$ cat config.mk
export PLATFORM = sky130hd
export DESIGN_NAME = parity_deser
export DESIGN_NICKNAME = d
export VERILOG_FILES = /design/src/rtl/parity_deser.sv
export SDC_FILE = /design/constraint.sdc
export NUM_CORES = 1
export LEC_CHECK = 0
export BUFFER_PORTS_ARGS = -buffer_cell sky130_fd_sc_hd__buf_4
export CAP_MARGIN = 20
export CORE_MARGIN = 2
export CORE_UTILIZATION = 54
export CTS_BUF_LIST = sky130_fd_sc_hd__clkbuf_8
export DETAILED_ROUTE_END_ITERATION = 16
export PLACE_DENSITY = 0.87
export SYNTH_ARGS = -nofsm -noshare
export SYNTH_HDL_FRONTEND = slang
export SYNTH_SLANG_ARGS = --single-unit
$ cat constraint.sdc
create_clock -name clk -period 1.65 [get_ports clk]
set_input_delay 0.495 -clock clk [delete_from_list [all_inputs] [get_ports clk]]
set_output_delay 0.495 -clock clk [all_outputs]
set_load 0.1 [all_outputs]
$ cat src/rtl/parity_deser.sv
// rtl/parity_deser.sv - LSB-first shift/index register; done flags the last data bit
module parity_deser #(
   parameter int WIDTH = 16
) (
   input  logic             clk,
   input  logic             rst_n,
   input  logic             rewind,
   input  logic             shift,
   input  logic             bit_in,
   output logic [WIDTH-1:0] data,
   output logic             done
);

   localparam int IDX_W = $clog2(WIDTH);
   localparam logic [IDX_W-1:0] LAST = IDX_W'(WIDTH - 1);

   logic [IDX_W-1:0] idx;

   assign done = (idx == LAST);

   // idx parks at LAST until the word is handed off or the frame is flushed
   always_ff @(posedge clk or negedge rst_n) begin
      if (!rst_n) begin
         idx  <= '0;
         data <= '0;
      end else if (rewind) begin
         idx <= '0;
      end else if (shift) begin
         data[idx] <= bit_in;
         if (!done) idx <= idx + 1'b1;
      end
   end

endmodule

==> run_results.csv <==
group,metric,value,unit
grt,grt_max_degree,21,
flow_run,drv_cap,0,
logic_synthesis,async_flop_share,1.000,
logic_synthesis,ys_top_cells_by_area,"dfrtp_1 52%, mux2_2 19%, ha_1 5.2%, nor2_1 5.0%, nand3b_1 3.9%",
power_and_ir_drop,pwr-share-clk,0.299,
clocking,root_buffer,"clkbuf_8",
logic_synthesis,ys_ff_latch,20,
floorplan,dieHeight,46.38,um
worst_setup_path,cp.required,1150,ps
power_and_ir_drop,p_comb_frac,0.279,
sta,fin_crit_sh,1.010,
clocking,holdBufCountCts,0,
place,dp_hpwl,1.311,mm
cells_and_area,area_growth,32.13,%
sta,worst_slew_pin_slew,289.3,ps
power_and_ir_drop,swShare,0.3581,
routing,highest_layer,"met4",
clocking,clock-sinks,20,
sta,finalMaxSlewViolations,0,
routing,drc,0,
logic_synthesis,synth.avg_cell_area,11.41,um^2
routing,antenna_left,0,
power_and_ir_drop,total_power,1.279,mW
power_and_ir_drop,p_seq_frac,0.421,
logic_synthesis,yosys_warnings,0,
routing,met1_length,904,um
routing,drt_iter0_drc,28,
sta,setup_slack,-17.15,ps
power_and_ir_drop,irDropWorstVdd,0.0006853,V
grt,grt-ovfl-total,0,
floorplan,core-area,1708,um^2
clocking,cts_tree,"built",
logic_synthesis,yosys.cell_count.top_type,"dfrtp_1",
sta,finalCriticalPeriod,1667,ps
sta,hold_viol,0,
clocking,clk_pin_slew,80,ps
sta,fmax,599.8,MHz
floorplan,std_cell_rows,15,
logic_synthesis,synth_nets,94,
worst_setup_path,crit_type,"flop to output pin",
clocking,clock_latency,270,ps
power_and_ir_drop,intPower,0.8212,mW
cells_and_area,drive_above_1_share,0.5044,
logic_synthesis,synth_cell_type_count,18,
clocking,clock_path_buffers,2,
worst_setup_path,cp_max_fo,2,
routing,wl_met3,102,um
worst_setup_path,cp.arrival,1170,ps
floorplan,dieArea,2151,um^2
logic_synthesis,ys.flop_type,"dfrtp_1",
routing,vias_per_cell,5.449,
logic_synthesis,synth-edff-count,0,
grt,grt_pass1_wl,3.229,mm
routing,wl_met2,1.104,mm
clocking,cts_buffers,3,
logic_synthesis,synth_area,969.7,um^2
power_and_ir_drop,leakagePower,0.6180,nW
sta,setup_viol,2,
sta,clock-skew-final,5.340,ps
routing,routed_wl,2.160,mm
logic_synthesis,yosys.area.top_type,"dfrtp_1",
place,gp_congestion,0.7197,
sta,slew_headroom,0.8066,
floorplan,initial_core_util,0.5678,
power_and_ir_drop,power.density,998.4,nW/um^2
floorplan,io-pin-count,22,
sta,rsz0062_at_grt,"yes",
logic_synthesis,synth_top_area_frac,0.5161,
grt,grt_usage,0.2224,
routing,vias,752,
grt,antenna_found_initial,0,
floorplan,dieWidth,46.38,um
routing,post_drt_wl_per_cell,15.65,um
cells_and_area,antenna_cells,0,
place,portBuffers,21,
logic_synthesis,netlist_top_cells_count,"20 x dfrtp_1, 16 x mux2_2, 13 x nor2_1, 6 x nor3_1, 5 x nand3b_1",
cells_and_area,nets,123,
status,outcome,"finished with violations",
worst_setup_path,crit_path_end_kind,"output pin",
place,place_ws,68.97,ps
clocking,htreeDepth,1,
logic_synthesis,synthCells,85,
worst_hold_path,hold_class,"input pin to async pin",
routing,dr.pass1.iters,4,
worst_setup_path,cp-start-kind,"flop",
power_and_ir_drop,power.switching,0.4581,mW
logic_synthesis,synth-seq-area-share,0.5161,
status,violations,"negative setup slack",
grt,grt_pass1_vias,691,
## layout make-up
type,count,area (um^2)
well taps,25,31.28
flip-flops and latches,20,501.7
inverters,4,15.01
multi-input cells,57,455.4
fillers,110,426.7
repair buffers,28,222.7
clock buffers,4,55.05
## per-stage QoR
step / hold WS [ps] / setup TNS [ps] / util / std cells / instance area [um^2]
6_report: 88.40 / -31.59 / 0.7502 / 138 / 1281
5_1_grt: 110.2 / -290.6 / 0.7502 / 138 / 1281
4_1_cts: 97.57 / -7.482 / 0.7282 / 137 / 1244
3_5_place_dp: 386.7 / 0 / 0.6733 / 130 / 1150
3_3_place_gp: 382.8 / 0 / 0.6733 / 130 / 1150
2_1_floorplan: 199.4 / 0 / - / 85 / 969.7
## timing repair
item | CTS | global route
setup endpoints to repair | 1 | 8
endpoints found under the hold margin | 0 | 0
pin swaps | 0 | 3
gates cloned | 0 | 0
resized for setup | 5 | 10
buffers inserted | 3 | 1
## state kept, by name, summed over array words and instances (netlist names)
register and count:
idx 4, data 16
## worst paths after layout
kind	startpoint	end	slack [ps]	cells after the start
worst max-delay path	idx[0]	done	-20	3
worst min-delay path	rst_n	data[6]	90	1
worst max register to register	idx[0]	data[3]	-10	6
worst min register to register	data[1]	data[1]	510	1
max in group asynchronous	rst_n	idx[3]	1340	1
min in group clk	rewind	idx[3]	440	2
## metal layers
layer	up-vias	GRT usage
met1	369	0.2864
met2	34	0.3472
met4	0	0.1200
li1	344	-
met3	5	0.04706
met5	-	0
## kinds of logic (layout without fill, tap and decap cells)
logic type	after synthesis	in the layout	synth area share
buffers and inverters	8	36	0.04773
DFF	20	20	0.5161
adders and majority gates	4	4	0.05161
AOI/OAI and AO/OA	6	6	0.03355
muxes	16	16	0.1858
and+or+nand+nor	31	31	0.1652
## worst max-delay path: stages, from the launching register on
cell and delay (ps):
dfrtp_1 360, ha_2 180, and3_4 200, buf_12 170
## power by group through the flow
stage | Combinational [mW] | Clock (mW) | Sequential, mW
4_1_cts | 0.346 | 0.387 | 0.538
6_report | 0.357 | 0.383 | 0.539
3_3_place_gp | 0.334 | 0 | 0.548
2_1_floorplan | 0.0514 | 0 | 0.755
5_1_grt | 0.372 | 0.399 | 0.541
3_5_place_dp | 0.337 | 0 | 0.551
## layout by cell type (no fill, tap or decap), types with 2 or more instances in the layout
master,synthesis,layout
buf_4,0,27
dfrtp_1,20,19
mux2_2,16,12
nor2_1,13,11
nand3b_1,5,5
mux2_4,0,4
nor3_1,6,4
clkbuf_8,0,4
a21oi_1,3,3
ha_1,4,3
inv_2,0,2
nand2b_1,2,2
nor2_2,0,2
nor3_2,0,2
nand2_1,2,2
inv_1,4,2
o21ai_0,2,2
Power figures use the tool's default switching activity.
